$ cat src/rtl/ifetch_pkg.sv
// Shared types and constants for the instruction-fetch front end.
package ifetch_pkg;

  localparam logic [31:0] RESET_PC_DEFAULT = 32'hbfc00000;
  localparam logic [1:0]  INST_SIZE_WORD   = 2'b10;

  typedef struct packed {
    logic [31:0] pc;
    logic [31:0] inst;
    logic        adel;
  } fetch_entry_t;

endpackage

$ cat src/rtl/ifetch_fifo.sv
// Instruction FIFO between the fetch control and decode.
// Registered storage; the head is read straight from the array.
module ifetch_fifo
  import ifetch_pkg::*;
#(
  parameter int unsigned DEPTH = 4
) (
  input  logic                     clk,
  input  logic                     resetn,
  input  logic                     flush_i,
  input  logic                     push_i,
  input  fetch_entry_t             push_data_i,
  input  logic                     pop_i,
  output logic [$clog2(DEPTH):0]   count_o,
  output fetch_entry_t             head_o
);

  localparam int unsigned AW = $clog2(DEPTH);

  logic [AW:0]  wr_ptr_q;
  logic [AW:0]  rd_ptr_q;
  fetch_entry_t mem_q [DEPTH];

  // Flush wins over push and pop issued in the same cycle.
  always_ff @(posedge clk or negedge resetn) begin
    if (!resetn) begin
      wr_ptr_q <= '0;
      rd_ptr_q <= '0;
      mem_q    <= '{default: '0};
    end else if (flush_i) begin
      wr_ptr_q <= '0;
      rd_ptr_q <= '0;
    end else begin
      if (push_i) begin
        mem_q[wr_ptr_q[AW-1:0]] <= push_data_i;
        wr_ptr_q                <= wr_ptr_q + (AW+1)'(1);
      end
      if (pop_i) begin
        rd_ptr_q <= rd_ptr_q + (AW+1)'(1);
      end
    end
  end

  assign count_o = wr_ptr_q - rd_ptr_q;
  assign head_o  = mem_q[rd_ptr_q[AW-1:0]];

endmodule

$ cat src/rtl/ifetch_sram_master.sv
// Fetch front end: sequential PC generation, sram-like icache request port with one
// outstanding request, redirect flush with stale-response discard, and the decode FIFO.
module ifetch_sram_master
  import ifetch_pkg::*;
#(
  parameter logic [31:0] RESET_PC = RESET_PC_DEFAULT,
  parameter int unsigned DEPTH    = 4
) (
  input  logic        clk,
  input  logic        resetn,
  output logic        inst_req,
  output logic        inst_wr,
  output logic [1:0]  inst_size,
  output logic [31:0] inst_addr,
  output logic [31:0] inst_wdata,
  input  logic [31:0] inst_rdata,
  input  logic        inst_addr_ok,
  input  logic        inst_data_ok,
  input  logic        redirect_valid,
  input  logic [31:0] redirect_pc,
  output logic        out_valid,
  output logic [31:0] out_pc,
  output logic [31:0] out_inst,
  output logic        out_adel,
  input  logic        out_ready
);

  localparam int unsigned CW = $clog2(DEPTH) + 1;

  logic [31:0]   pc_q, pc_d;
  logic [31:0]   pend_pc_q, pend_pc_d;
  logic          started_q;
  logic          outstanding_q, outstanding_d;
  logic          discard_q, discard_d;
  logic          halted_q, halted_d;

  logic [CW-1:0] fifo_count;
  fetch_entry_t  fifo_head;
  fetch_entry_t  push_data;
  logic          push, pop;
  logic          credit, misaligned, addr_hs, data_push, adel_push;

  // Room for every entry that could still land: queued plus in flight.
  assign credit = ({1'b0, fifo_count} + {{CW{1'b0}}, outstanding_q}) < (CW+1)'(DEPTH);

  always_comb begin
    pc_d          = pc_q;
    pend_pc_d     = pend_pc_q;
    outstanding_d = outstanding_q;
    discard_d     = discard_q;
    halted_d      = halted_q;

    misaligned = (pc_q[1:0] != 2'b00);
    inst_req   = started_q & ~halted_q & ~redirect_valid & ~misaligned & credit
               & (~outstanding_q | inst_data_ok);
    addr_hs    = inst_req & inst_addr_ok;
    data_push  = inst_data_ok & ~discard_q & ~redirect_valid;
    adel_push  = started_q & ~halted_q & ~outstanding_q & credit & ~redirect_valid & misaligned;
    push       = data_push | adel_push;
    pop        = out_valid & out_ready & ~redirect_valid;

    if (adel_push) begin
      push_data = '{pc: pc_q, inst: 32'h0, adel: 1'b1};
    end else begin
      push_data = '{pc: pend_pc_q, inst: inst_rdata, adel: 1'b0};
    end

    if (inst_data_ok) begin
      outstanding_d = 1'b0;
      discard_d     = 1'b0;
    end
    if (addr_hs) begin
      outstanding_d = 1'b1;
      pend_pc_d     = pc_q;
      pc_d          = pc_q + 32'd4;
    end
    if (adel_push) begin
      halted_d = 1'b1;
    end
    // A response still in flight at redirect time belongs to the old stream.
    if (redirect_valid) begin
      pc_d     = redirect_pc;
      halted_d = 1'b0;
      if (outstanding_q & ~inst_data_ok) begin
        discard_d = 1'b1;
      end
    end
  end

  always_ff @(posedge clk or negedge resetn) begin
    if (!resetn) begin
      pc_q          <= RESET_PC;
      pend_pc_q     <= '0;
      started_q     <= 1'b0;
      outstanding_q <= 1'b0;
      discard_q     <= 1'b0;
      halted_q      <= 1'b0;
    end else begin
      pc_q          <= pc_d;
      pend_pc_q     <= pend_pc_d;
      started_q     <= 1'b1;
      outstanding_q <= outstanding_d;
      discard_q     <= discard_d;
      halted_q      <= halted_d;
    end
  end

  ifetch_fifo #(.DEPTH(DEPTH)) u_fifo (
    .clk         (clk),
    .resetn      (resetn),
    .flush_i     (redirect_valid),
    .push_i      (push),
    .push_data_i (push_data),
    .pop_i       (pop),
    .count_o     (fifo_count),
    .head_o      (fifo_head)
  );

  assign inst_wr    = 1'b0;
  assign inst_size  = INST_SIZE_WORD;
  assign inst_addr  = pc_q;
  assign inst_wdata = 32'h0;
  assign out_valid  = (fifo_count != '0);
  assign out_pc     = fifo_head.pc;
  assign out_inst   = fifo_head.inst;
  assign out_adel   = fifo_head.adel;

endmodule

$ cat config.mk
export PLATFORM = sky130hd
export DESIGN_NAME = ifetch_sram_master
export DESIGN_NICKNAME = d
export VERILOG_FILES = /design/src/rtl/ifetch_pkg.sv /design/src/rtl/ifetch_fifo.sv /design/src/rtl/ifetch_sram_master.sv
export SDC_FILE = /design/constraint.sdc
export NUM_CORES = 1
export LEC_CHECK = 0
export ABC_AREA = 0
export CAP_MARGIN = 25
export CORE_MARGIN = 8
export CORE_UTILIZATION = 30
export DETAILED_ROUTE_END_ITERATION = 6
export PLACE_DENSITY = 0.47
export SLEW_MARGIN = 20
export SYNTH_ARGS = -nofsm -noshare
export SYNTH_HDL_FRONTEND = slang
export SYNTH_SLANG_ARGS = --single-unit
$ cat constraint.sdc
create_clock -name clk -period 3.96 [get_ports clk]
set_input_delay 1.188 -clock clk [delete_from_list [all_inputs] [get_ports clk]]
set_output_delay 1.188 -clock clk [all_outputs]
set_load 0.05 [all_outputs]
# Word level (Yosys, flattened, before mapping)
# Index checks and enable logic that the tools add are counted.
[op_classes]
add_sub_neg = 5
n_lt_le_gt_ge = 4
mux = 20
bitwise = 25
n_reduce_logical = 9
[ops]
columns = ["op", "n"]
rows = [
  ["bitwise mux 260 bit", 1],
  ["2-to-1 mux 65 bit", 4],
  ["binary-select mux 65 bit (select 2 bit)", 1],
  ["demux 65 bit (select 2 bit)", 1],
  ["2-to-1 mux 32 bit", 2],
  ["adder 32 x 3 -> 32 bit (second input constant)", 1],
  ["AND 1 bit", 15],
  ["2-to-1 mux 3 bit", 4],
  ["nonzero test 2 bit", 6],
  ["2-to-1 mux 1 bit", 7],
  ["adder 3 x 1 -> 3 bit (second input constant)", 2],
  ["greater-or-equal comparator 3 bit (second input constant)", 2],
  ["inverter 1 bit", 6],
  ["inverter 2 -> 3 bit", 2],
  ["adder 3 x 1 -> 4 bit", 1],
  ["< comparator 4 x 3 -> 1 bit (second input constant)", 1],
  ["< comparator 3 x 1 -> 1 bit (second input constant)", 1],
  ["nonzero test 3 bit", 1],
  ["subtractor 3 bit", 1],
  ["bitwise OR 1 bit", 2],
  ["AND reduction 2 bit", 1],
  ["logical AND 1 bit", 1],
]
[totals]
register_bits = 334
input_bits = 70
output_inout_bits = 134
elab_cells = 83

# Depth between registers and ports, before layout
# Gate-level depths: netlist (run 1).
[depth]
ltp_word = 9
depth_mapped = 11
ltp_nobuf = 8

# By module
# A second synthesis (run 1) with hierarchy kept.
[hier_totals]
cells_unflattened = 1144
hier_area_um2 = 16649.7
[modules_own_cells]
columns = ["mod", "n_inst", "cells_per_inst", "area_per_inst_um2", "seq_area_each_um2"]
rows = [
  ["ifetch_fifo", 1, 666, 12508.2, 6656.4],
  ["ifetch_sram_master", 1, 478, 4141.5, 1712.9],
]

# Worst setup path after synthesis (run 1)
# No wires, ideal clock.
[synth_path]
path_type = "input -> output"
start = "input redirect_valid"
end = "output inst_req"
arrival_time_ns = 1.977
required_time_ns = 2.772
setup_slack_ns = 0.795
stages = 2
path_buffers = 0
cell_sequence = "nor3b_1 o2111a_1"
[synth_via]
elab_chain_cells = 5
[synth_lines]
columns = ["item", "line", "source"]
rows = [
  ["start: declaration", "ifetch_sram_master.sv:19", "input logic redirect_valid,"],
  ["inverter 1 bit (no line)", "--", ""],
  ["AND 1 bit (3 in series)", "ifetch_sram_master.sv:54", "inst_req = started_q & ~halted_q & ~redirect_valid & ~misaligned & credit"],
  ["AND 1 bit", "ifetch_sram_master.sv:55", "& (~outstanding_q | inst_data_ok);"],
  ["end: declaration", "ifetch_sram_master.sv:11", "output logic inst_req,"],
]
# No other way between the ends.

# Worst setup path after layout (run 1)
[layout_path]
start = "register u_fifo.rd_ptr_q[0]"
end = "output inst_req"
[layout_via]
elab_chain_cells = 5
[layout_lines]
columns = ["item", "line", "source"]
rows = [
  ["start: declaration", "ifetch_fifo.sv:21", "logic [AW:0] rd_ptr_q;"],
  ["start signal: assignment", "ifetch_fifo.sv:39", "rd_ptr_q <= rd_ptr_q + (AW+1)'(1);"],
  ["subtractor 3 bit", "ifetch_fifo.sv:44", "assign count_o = wr_ptr_q - rd_ptr_q;"],
  ["adder 3 x 1 -> 4 bit", "ifetch_sram_master.sv:44", "assign credit = ({1'b0, fifo_count} + {{CW{1'b0}}, outstanding_q}) < (CW+1)'(DEPTH);"],
  ["< comparator 4 x 3 -> 1 bit", "ifetch_sram_master.sv:44", ""],
  ["AND 1 bit", "ifetch_sram_master.sv:54", ""],
  ["AND 1 bit", "ifetch_sram_master.sv:55", ""],
]
# No other way between the ends.

==> results of run 1 <==
==> worst min-delay path by stage <==
| stage | start | endpoint | slack (ps) |
|---|---|---|---|
| 3_5_place_dp | pend_pc_q[18] | pend_pc_q[18] | 450 |
| 5_1_grt | pend_pc_q[11] | pend_pc_q[11] | 480 |
| 6_report | pend_pc_q[9] | pend_pc_q[9] | 460 |
| 4_1_cts | pend_pc_q[5] | pend_pc_q[5] | 460 |
| 3_3_place_gp | pend_pc_q[21] | pend_pc_q[21] | 450 |
| 2_1_floorplan | pend_pc_q[10] | pend_pc_q[10] | 430 |
==> sequential cells by signal, indices dropped and copies added, names as in the netlist <==
name	flops
pend_pc_q	32
discard_q	1
u_fifo.wr_ptr_q	3
u_fifo.mem_q	260
started_q	1
halted_q	1
inst_addr	32
outstanding_q	1
u_fifo.rd_ptr_q	3
==> timing repair <==
action,4_1_cts,5_1_grt
gates resized for setup,37,5
endpoints found under the setup margin,38,5
setup buffers,1,0
==> layout make-up <==
| cell class | count | area (sq um) |
|---|---|---|
| repair buffers | 203 | 2068 |
| flip-flops and latches | 334 | 8377 |
| multi-input cells | 873 | 6729 |
| fillers | 5086 | 31980 |
| clock buffers | 56 | 1225 |
| clock inverters | 20 | 246.5 |
| inverters | 9 | 33.78 |
| well taps | 680 | 850.8 |
==> cell usage after synthesis (5+ instances only) <==
cell type / number / area share (%)
buf_6: 16 / 1.1
dfstp_2: 9 / 1.5
clkbuf_1: 43 / 1.0
buf_1: 8 / 0.19
and3_1: 5 / 0.20
o211ai_1: 8 / 0.38
o311ai_0: 8 / 0.45
a31oi_1: 6 / 0.24
ha_1: 7 / 0.56
mux4_2: 65 / 9.3
nand2_1: 287 / 6.9
a21oi_1: 13 / 0.41
buf_2: 17 / 0.54
buf_4: 35 / 1.7
nor2_1: 24 / 0.57
inv_1: 9 / 0.22
nand3_1: 17 / 0.54
mux2_2: 99 / 7.1
nor4_1: 5 / 0.20
o21ai_1: 35 / 1.1
dfrtp_1: 325 / 52
mux2_4: 65 / 6.2
nor2b_1: 5 / 0.20
o21ai_0: 131 / 4.2
nand4_1: 9 / 0.36
==> report_power, final <==
| group | internal [mW] | switching, mW | total (mW) |
|---|---|---|---|
| logic | 2.62 | 3.76 | 6.39 |
| clock network | 2.50 | 1.52 | 4.02 |
| registers | 4.73 | 0.766 | 5.50 |
==> worst max-delay path, delay by kind of cell (launching register included) <==
kind | cells | cell delay, ps
AOI/OAI and AO/OA | 2 | 570
DFF | 1 | 600
buffers and inverters | 1 | 160
adders and majority gates | 2 | 770
==> logic make-up (layout without fill, tap and decap cells) <==
family	Yosys count	after routing	synth area share (%)
buffers and inverters	128	288	4.803
muxes	232	232	22.86
other	2	36	0.04789
DFF	334	334	53.37
and+or+nand+nor	375	375	10.05
xor gates and xnor gates	6	6	0.5185
adders and majority gates	8	8	0.6861
AOI/OAI and AO/OA	216	216	7.667
==> per-stage QoR <==
| stage | utilization [%] | setup WS [ps] | hold slack (ps) |
|---|---|---|---|
| 2_1_floorplan | - | 794.7 | 434.8 |
| 3_3_place_gp | 35.07 | 346.8 | 445.2 |
| 3_5_place_dp | 35.07 | 329.9 | 451.6 |
| 4_1_cts | 37.89 | 9.935 | 464.1 |
| 5_1_grt | 37.92 | 15.42 | 480.3 |
| 6_report | 37.92 | 103.1 | 459.5 |
==> per-layer routing <==
layer,routed length [um],track usage (%),vias up
li1,-,-,4852
met1,20300,20.08,5283
met2,19360,22.03,232
met3,2586,3.519,46
met4,778,3.891,0
met5,0,0,-
==> impl_results.rst, run 1 <==
.. list-table::
   :header-rows: 1

   * - Metric
     - Value
   * - Inserted Diodes
     - 0
   * - Number of vias per cell after detailed routing
     - around 4.8
   * - Via count
     - 10.41k
   * - Cell Count Post-Placement
     - 2098
   * - Commonest non-fill, non-tap cell in the layout
     - dfrtp_1
   * - Critical path data required time
     - between 2000 and 3000 ps
   * - Most frequent cells in the layout
     - dfrtp_1 (323), nand2_1 (287), o21ai_0 (131)
   * - Cell variety after synth
     - between 50 and 60
   * - Critical-path maximum fanout
     - 12
   * - Violation count after the first detailed-routing iteration
     - 519
   * - Setup tns final
     - 0 ps
   * - Ratio of total power to cell area
     - between 800 and 900 mW/mm^2
   * - Clock tree from TritonCTS
     - built
   * - WS Path Type
     - register to output pin
   * - Setup Skew
     - about 17 ps
   * - Post-synthesis async set-or-reset flop share
     - 100.0%
   * - GRT Overall Usage
     - 14.36%
   * - Maximum number of pins on one net before global-route repair
     - 92
   * - Setup repair after global routing missed its margin
     - no
   * - Vias in the first global route
     - 11.09k
   * - Count of hold-fix buffers inserted at cts
     - 0
   * - Core ar.
     - 0.05151 sq mm
   * - Biggest cell delay along the critical path
     - 600 ps
   * - Worst slew slack as a fraction of its limit
     - between 50 and 60%
   * - Critical Path Sink Type
     - output pin
   * - Count of endpoints failing setup in the final report
     - 0
   * - R2r endpoint
     - u_fifo.mem_q[86]
   * - Peak VDD IR
     - 0.3229 mV
   * - Total Nets Final
     - 1541
   * - Buffer levels on the longest clock path
     - 3
   * - Residual antenna-violating net count after detailed routing
     - 0
   * - Clock latency reported for the late side of the worst-skew pair
     - roughly 550 ps
   * - Average cell area after synthesis
     - 12.05 sq um
   * - Startpoint types
     - register
   * - # Max-Cap Violations
     - 0
   * - Number of cell instances on the worst register-to-register path
     - 8
   * - Dpl cell area
     - 0.01806 sq mm
   * - Total I/O pin count
     - ~200
   * - Worst Path Arrival
     - around 2700 ps
   * - Wire length of the first global-routing pass
     - 68080 um
   * - Standard-cell rows
     - 83
   * - Number of instances on the worst hold path
     - 2
   * - Kind of path behind the tightest hold check
     - register to register
   * - Routed Wire Length
     - 43030 um
   * - Synth Instances
     - 1301
   * - Cell at the root of the clock tree
     - clkbuf_16
   * - EDFF count, synth
     - 0
   * - Pins over their slew limit
     - 0
   * - Time the final worst path needs with I/O delays and setup
     - 3857 ps
   * - Signed area change from the synthesized netlist to the final layout
     - 24.53%
   * - Launch point of the critical path
     - u_fifo.rd_ptr_q[0]
   * - Placer congestion estimate
     - 0.7557
   * - FMAX
     - approximately 260 MHz
   * - Post-DP HPWL
     - about 27000 um
   * - Die Width
     - 244.6 um
   * - Share of post-route cells with drive strength above 1
     - 25.28%
   * - Commonest register cell after synthesis
     - dfrtp_1
   * - Initial antenna violation count
     - 0
   * - Least-Margin Pin Slew
     - 746.6 ps
   * - CP Cell Sequence
     - ha_1, fa_1, o21a_1, o2111a_2, buf_12
   * - Reg2Reg Setup Slack
     - approximately 750 ps
   * - Share of the cycle needed by the critical path after routing
     - 97.40%
   * - Post-synthesis instance area
     - 0.01568 sq mm
   * - Outcome
     - finished clean
   * - Post-route cell area
     - 0.01953 sq mm
   * - Clock transition at the registers of the reported paths
     - 50 ps
   * - Height of the die
     - 244.6 um
   * - Number of sinks handled by clock tree synthesis
     - between 300 and 400
   * - Final hold violation count
     - 0
   * - Final instance count without filler cells
     - roughly 2.2k
   * - Htree depth
     - 2
   * - Pre-antenna DRT Iters
     - 5
   * - Register area share after synthesis
     - 53.37%
   * - Yosys warning total
     - 0
   * - Buffers on Ports
     - between 150 and 200
   * - Launch point of the worst reg-to-reg path
     - u_fifo.rd_ptr_q[0]
   * - Initial cell density of the core
     - between 30 and 40%
   * - Critical path's slowest cell
     - dfrtp_4
   * - Detail-routed net length per standard cell
     - 19.78 um
   * - Endpoint of the worst setup timing path
     - inst_req
   * - Total Die Area
     - 0.05985 sq mm
   * - Overall Power
     - between 15 and 20 mW
   * - Overflow left after global routing
     - 0
   * - Post-route DRC
     - 0
   * - CTS buffer count
     - 42
   * - Flip-flop and latch count after synthesis
     - roughly 330
   * - Lkg Pwr
     - ~9 nW
Note: power is estimated with default switching activity, not from simulation.
==> inputs of run 2 (changes only) <==
--- a/config.mk
+++ b/config.mk
@@ -11,6 +11,7 @@
 export CORE_UTILIZATION = 30
 export DETAILED_ROUTE_END_ITERATION = 6
 export PLACE_DENSITY = 0.47
+export REMOVE_ABC_BUFFERS = 1
 export SLEW_MARGIN = 20
 export SYNTH_ARGS = -nofsm -noshare
 export SYNTH_HDL_FRONTEND = slang
==> run 2 against run 1 <==
Compared with the run above: wire length is 0.37% higher; total power fell by 1.3%; final cell count increased by 0.18%; sequential cell count stayed put; hold slack better by 2.0 ps; die area did not move; clock-buffer cell count increased by 10; non-clock buffer count rose by 5; cell area is 0.38% lower; setup slack improved by 130 ps; first-iteration DRC count down 4.0%; largest power group unchanged.
==> impl_results.rst, run 2 (same netlist as run 1, synthesis figures left out) <==
.. list-table::
   :header-rows: 1

   * - Metric
     - Value
   * - Outcome
     - finished clean
   * - Commonest non-fill, non-tap cell in the layout
     - dfrtp_1
   * - Inserted Diodes
     - 0
   * - Number of flip-flops in the largest register
     - 260
   * - Cell at the root of the clock tree
     - clkbuf_16
   * - Critical Path Sink Type
     - output pin
   * - Final hold violation count
     - 0
   * - Total I/O pin count
     - 204
   * - Register ranked first by flip-flop count
     - u_fifo.mem_q
   * - Htree depth
     - 2
   * - Peak VDD IR
     - 0.4173 mV
   * - Lkg Pwr
     - roughly 9.0 nW
   * - Via count
     - 10.35k
   * - Critical-path maximum fanout
     - 6
   * - Signed area change from the synthesized netlist to the final layout
     - 24.06%
   * - Post-route DRC
     - 0
   * - Setup Skew
     - 12.08 ps
   * - Number of vias per cell after detailed routing
     - 4.749
   * - Height of the die
     - 244.6 um
   * - Least-Margin Pin Slew
     - 629.0 ps
   * - Total Die Area
     - 0.05985 sq mm
   * - Buffer levels on the longest clock path
     - 3
   * - Clock transition at the registers of the reported paths
     - ~60 ps
   * - Detail-routed net length per standard cell
     - slightly below 20 um
   * - Standard-cell rows
     - 83
   * - Violation count after the first detailed-routing iteration
     - 498
   * - Count of endpoints failing setup in the final report
     - 0
   * - Ratio of total power to cell area
     - 806.8 mW/mm^2
   * - Wire length of the first global-routing pass
     - 68520 um
   * - Pins over their slew limit
     - 0
   * - Time the final worst path needs with I/O delays and setup
     - 3724 ps
   * - Clock latency reported for the late side of the worst-skew pair
     - 550 ps
   * - Most frequent cells in the layout
     - dfrtp_1 (323), nand2_1 (287), o21ai_0 (131)
   * - GRT Overall Usage
     - between 10 and 15%
   * - Vias in the first global route
     - 11.09k
   * - Initial cell density of the core
     - 30.45%
   * - Overall Power
     - 15.70 mW
   * - Setup repair after global routing missed its margin
     - no
   * - Initial antenna violation count
     - 0
   * - FMAX
     - 268.5 MHz
   * - CTS buffer count
     - 41
   * - Final worst slack
     - 235.9 ps
   * - Clock tree from TritonCTS
     - built
   * - Die Width
     - 244.6 um
   * - Overflow left after global routing
     - 0
   * - Count of hold-fix buffers inserted at cts
     - 0
   * - Share of the cycle needed by the critical path after routing
     - 94.04%
   * - Filler instances
     - approximately 5k
   * - Core ar.
     - 0.05151 sq mm
   * - WS Path Type
     - register to output pin
   * - Worst slack, placed
     - 291.6 ps
   * - Placer congestion estimate
     - 0.7610
   * - Total Nets Final
     - 1545
   * - Kind of path behind the tightest hold check
     - register to register
   * - Pre-antenna DRT Iters
     - 4
   * - Number of sinks handled by clock tree synthesis
     - roughly 330
   * - Residual antenna-violating net count after detailed routing
     - 0
   * - Routed Wire Length
     - roughly 43000 um
   * - Maximum number of pins on one net before global-route repair
     - 90
   * - Worst slew slack as a fraction of its limit
     - 57.75%
   * - Startpoint types
     - register
   * - Worst Path Arrival
     - 2540 ps
   * - Share of post-route cells with drive strength above 1
     - 25.08%
   * - Buffers on Ports
     - 168
   * - Post-DP HPWL
     - 27620 um
   * - Critical path data required time
     - 2770 ps
   * - # Max-Cap Violations
     - 0
## run 2: metal layers
| layer | share of wire, % | GRT usage (%) | vias to the layer above |
|---|---|---|---|
| li1 | - | - | 4870 |
| met1 | 46 | 19.69 | 5240 |
| met2 | 47 | 23.37 | 191 |
| met3 | 4.8 | 3.236 | 47 |
| met4 | 1.5 | 3.453 | 0 |
| met5 | 0 | 0 | - |
## run 2: worst paths after layout
check | start | to | slack, ps | cells after the start
worst max-delay path | u_fifo.wr_ptr_q[0] | out_valid | 240 | 6
worst min-delay path | pend_pc_q[11] | pend_pc_q[11] | 460 | 2
worst max register to register | u_fifo.wr_ptr_q[0] | u_fifo.mem_q[207] | 1030 | 8
worst min register to register | pend_pc_q[11] | pend_pc_q[11] | 460 | 2
max in group asynchronous | resetn | inst_addr[22] | 2430 | 2
min in group asynchronous | resetn | u_fifo.mem_q[241] | 590 | 1
## run 2: layout make-up
type | count | area, sq um | share of cell area, %
sequential | 334 | 8377 | 43.05
clock buffer | 66 | 1282 | 6.592
tap | 680 | 850.8 | 4.373
multi-input combinational | 873 | 6726 | 34.57
timing repair buffer | 208 | 2087 | 10.73
inverter | 9 | 33.78 | 0.1736
clock inverter | 9 | 98.84 | 0.5080
## run 2: power breakdown
group	total (mW)	internal, mW	leakage, nW	switching [mW]
clock	3.84	2.34	0.685	1.49
combinational	6.39	2.62	3.98	3.76
sequential	5.47	4.73	4.30	0.741
total	15.7	9.70	8.96	6.00
## run 2: worst max-delay path, stage by stage, from the launching register on
cell	delay, ps
dfrtp_1	440
inv_1	120
ha_1	210
fa_1	400
xnor3_1	320
nand3_1	260
buf_12	240
## run 2: timing repair
item / CTS / global route
gates resized for setup: 38 / 2
setup buffers: 0 / 3
hold endpoints to repair: 0 / 0
gates cloned: 0 / 0
setup endpoints to repair: 38 / 3
## run 2: metrics by stage
stage               util (%)  hold WS, ps  area [sq um]  cells  TNS [ps]
global route           37.77        486.0         19460   2179         0
finish                 37.77        461.5         19460   2179         0
detailed placement     35.08        451.6         18070   2101         0
floorplan                  -        434.8         15090   1216   -932610
CTS                    37.67        464.1         19400   2176         0
global placement       35.08        445.0         18070   2101         0
==> inputs of run 3 (changes only) <==
--- a/config.mk
+++ b/config.mk
@@ -10,9 +10,10 @@
 export CORE_MARGIN = 8
 export CORE_UTILIZATION = 30
 export DETAILED_ROUTE_END_ITERATION = 6
-export PLACE_DENSITY = 0.47
+export PLACE_DENSITY = 0.46
 export REMOVE_ABC_BUFFERS = 1
 export SLEW_MARGIN = 20
 export SYNTH_ARGS = -nofsm -noshare
 export SYNTH_HDL_FRONTEND = slang
+export SYNTH_HIERARCHICAL = 1
 export SYNTH_SLANG_ARGS = --single-unit
==> run 3 against run 2 <==
Compared with the run above: the flow now finishes with violations (setup timing); wire length up 2.0%; final cell count is 3.6% lower; fmax down 9.2%; largest cell class unchanged; largest power group is now registers; non-clock buffer count is 1 lower; first-iteration DRC count is 2.4% higher; critical path depth rose by 2; clock power barely moved.
==> impl_results.rst, run 3 <==
.. list-table::
   :header-rows: 1

   * - Metric
     - Value
   * - Ratio of total power to cell area
     - 658.9 mW/mm^2
   * - Biggest area contributors in the synthesized netlist
     - dfrtp_1 (49%), mux2_4 (18%), mux4_2 (8.8%)
   * - Most frequent cells in the layout
     - dfrtp_1 (323), mux2_4 (200), nand2_1 (132)
   * - Post-synthesis instance area
     - roughly 0.017 sq mm
   * - Violations in the final reports
     - setup timing
   * - Setup repair after global routing missed its margin
     - yes
   * - Startpoint types
     - register
   * - Pre-antenna DRT Iters
     - 4
   * - Yosys warning total
     - 6
   * - Clock transition at the registers of the reported paths
     - 60 ps
   * - Least-Margin Pin Slew
     - 687.5 ps
   * - Vias in the first global route
     - 10.81k
   * - Final hold violation count
     - 0
   * - Register area share after synthesis
     - 50.27%
   * - Detail-routed net length per standard cell
     - 20.98 um
   * - Cell with the most instances after synthesis
     - dfrtp_1
   * - Share of the cycle needed by the critical path after routing
     - 103.6%
   * - Clock tree from TritonCTS
     - built
   * - Residual antenna-violating net count after detailed routing
     - 0
   * - # Max-Cap Violations
     - 0
   * - Average cell area after synthesis
     - 14.55 sq um
   * - Critical Path Sink Type
     - output pin
   * - Maximum number of pins on one net before global-route repair
     - 73
   * - Cell at the root of the clock tree
     - clkbuf_16
   * - Die Width
     - 251.6 um
   * - Critical-path maximum fanout
     - 2
   * - Via count
     - 9680
   * - Final worst slack
     - -143.6 ps
   * - Outcome
     - finished with violations
   * - Pins over their slew limit
     - 0
   * - Number of flip-flops in the largest register
     - 260
   * - Flip-flop and latch count after synthesis
     - between 300 and 400
   * - CP bufs+invs
     - 2
   * - Htree depth
     - 2
   * - EDFF count, synth
     - 0
   * - Buffers on Ports
     - 168
   * - Critical path's slowest cell
     - or4b_4
   * - Setup Skew
     - 31.86 ps
   * - Synth Instances
     - 1144
   * - Biggest cell delay along the critical path
     - 510 ps
   * - Total Die Area
     - 0.06329 sq mm
   * - Initial antenna violation count
     - 0
   * - CP Cell Sequence
     - ha_2, fa_2, xnor2_2, xnor2_2, or4b_4, a2111oi_4, buf_4, buf_12
   * - Time the final worst path needs with I/O delays and setup
     - 4104 ps
   * - Total Nets Final
     - 1399
   * - Post-route DRC
     - 0
   * - Critical path data required time
     - ~2800 ps
   * - Core ar.
     - 0.05499 sq mm
   * - Worst Path Arrival
     - 2920 ps
   * - Worst slew slack as a fraction of its limit
     - 54.16%
   * - Lkg Pwr
     - approximately 9.8 nW
   * - Commonest register cell after synthesis
     - dfrtp_1
   * - Overflow left after global routing
     - 0
   * - Most used standard cells in the synthesized netlist
     - dfrtp_1 (325), mux2_4 (200), nand2_1 (132)
   * - Inserted Diodes
     - 0
   * - Buffer levels on the longest clock path
     - 3
   * - Cell variety after synth
     - 58
   * - Library cell with the largest summed area after synthesis
     - dfrtp_1
   * - Placer congestion estimate
     - 0.7132
   * - Final instance count without filler cells
     - 2100
   * - Post-DP HPWL
     - 27300 um
   * - Register ranked first by flip-flop count
     - u_fifo/mem_q
   * - Routed Wire Length
     - roughly 44000 um
   * - Post-synthesis async set-or-reset flop share
     - 100.0%
   * - Dpl cell area
     - ~0.019 sq mm
   * - Standard-cell rows
     - 86
   * - Signed area change from the synthesized netlist to the final layout
     - 22.76%
   * - Kind of path behind the tightest hold check
     - register to register
   * - Cell Count Post-Placement
     - approximately 2k
   * - Cell type group with the largest total delay on the critical path
     - adder cells
   * - Number of sinks handled by clock tree synthesis
     - ~330
   * - GRT Overall Usage
     - about 14%
   * - Count of endpoints failing setup in the final report
     - 1
   * - Initial cell density of the core
     - 30.28%
   * - Wire length of the first global-routing pass
     - 69290 um
   * - Commonest non-fill, non-tap cell in the layout
     - dfrtp_1
   * - Height of the die
     - 251.6 um
   * - Post-route cell area
     - 0.02044 sq mm
   * - Area share of the largest cell type after synthesis
     - 48.85%
   * - WS Path Type
     - register to output pin
   * - Peak VDD IR
     - about 0.3 mV
   * - Number of vias per cell after detailed routing
     - 4.610
   * - CTS buffer count
     - 42
   * - Critical Path Most Common Cell
     - xnor2_2
   * - Total I/O pin count
     - 204
   * - Clock latency reported for the late side of the worst-skew pair
     - roughly 560 ps
   * - FMAX
     - 243.7 MHz
   * - Violation count after the first detailed-routing iteration
     - between 500 and 600
   * - Share of post-route cells with drive strength above 1
     - 38.02%
## run 3: changes by cell type in the layout (fill, tap and decap cells not counted), moves of 5 or more
cell             previous run  this run
o21ai_0                   131        25
nor4_1                      5         0
nand2_1                   287       132
nor2b_1                     5        37
mux2_4                     65       200
nor2_1                     24        19
clkbuf_8                   12         7
o311ai_0                    8         3
clkdlybuf4s50_1           107        99
xor2_1                      4         9
a21oi_1                    12         5
o21ai_1                    35         1
mux2_2                     99        94
dlygate4sd2_1              38        47
## run 3: what timing repair did
item / 4_1_cts / 5_1_grt
hold buffers: 0 / 0
cloned: 0 / 0
pin swaps: 1 / 1
endpoints found under the hold margin: 0 / 0
buffers inserted: 1 / 1
endpoints found under the setup margin: 48 / 1
gates resized for setup: 54 / 3
## run 3: area by class of cell
type / count / area [sq um]
clock buffers: 64 / 1225
clock inverters: 11 / 140.1
fillers: 5280 / 34550
inverters: 6 / 22.52
multi-input cells: 730 / 7652
flip-flops and latches: 334 / 8377
well taps: 748 / 935.9
repair buffers: 207 / 2086
## run 3: routing by layer
layer	global-route usage [%]	share of wire (%)	vias up
met3	3.365	5.1	51
met2	22.02	46	183
met4	3.242	1.5	0
met5	0	0	-
li1	-	-	4370
met1	19.21	47	5076
## run 3: where the power goes
| group | total, mW | switching [mW] | internal (mW) | leakage (nW) |
|---|---|---|---|---|
| Clock | 3.82 | 1.50 | 2.32 | 0.668 |
| Sequential | 4.92 | 0.548 | 4.38 | 4.35 |
| Combinational | 4.72 | 2.57 | 2.15 | 4.82 |
| Total | 13.5 | 4.61 | 8.85 | 9.84 |
## run 3: cell families (layout without fill, tap and decap cells)
group / Yosys count / after routing / share of synthesized area, %
other cells: 2 / 36 / 0.04511
fa+ha+maj: 8 / 8 / 0.6463
buf+inv: 114 / 288 / 4.877
simple gates: 250 / 250 / 7.508
xor+xnor: 15 / 15 / 0.7891
mux: 361 / 361 / 33.31
flops: 334 / 334 / 50.27
compound gates: 60 / 60 / 2.563
## run 3: per-stage QoR
step	worst slack [ps]	utilization [%]	hold WS, ps	setup TNS [ps]	total power, mW
2_1_floorplan	-4464	-	442.8	-1311890	8.423
3_3_place_gp	3.998	34.66	453.3	0	9.845
3_5_place_dp	32.02	34.66	459.0	0	9.907
4_1_cts	-220.1	37.13	473.4	-220.1	13.71
5_1_grt	-263.5	37.17	483.6	-628.0	14.17
6_report	-143.6	37.17	467.9	-143.6	13.47
## run 3: worst paths after layout
check,end,slack [ps],startpoint,cells past startpoint
worst min-delay path,pend_pc_q[29],470,pend_pc_q[29],2
worst min register to register,pend_pc_q[29],470,pend_pc_q[29],2
worst max register to register,u_fifo/mem_q[150],330,u_fifo/rd_ptr_q[0],11
worst max-delay path,inst_req,-140,u_fifo/rd_ptr_q[0],8
max in group asynchronous,inst_addr[28],2520,resetn,2
min in group asynchronous,u_fifo/mem_q[212],610,resetn,1
## run 3: tightest hold or removal path: stages (launching register included)
cell and delay [ps]:
dfrtp_1 330, nand2_1 50, nand2_1 50
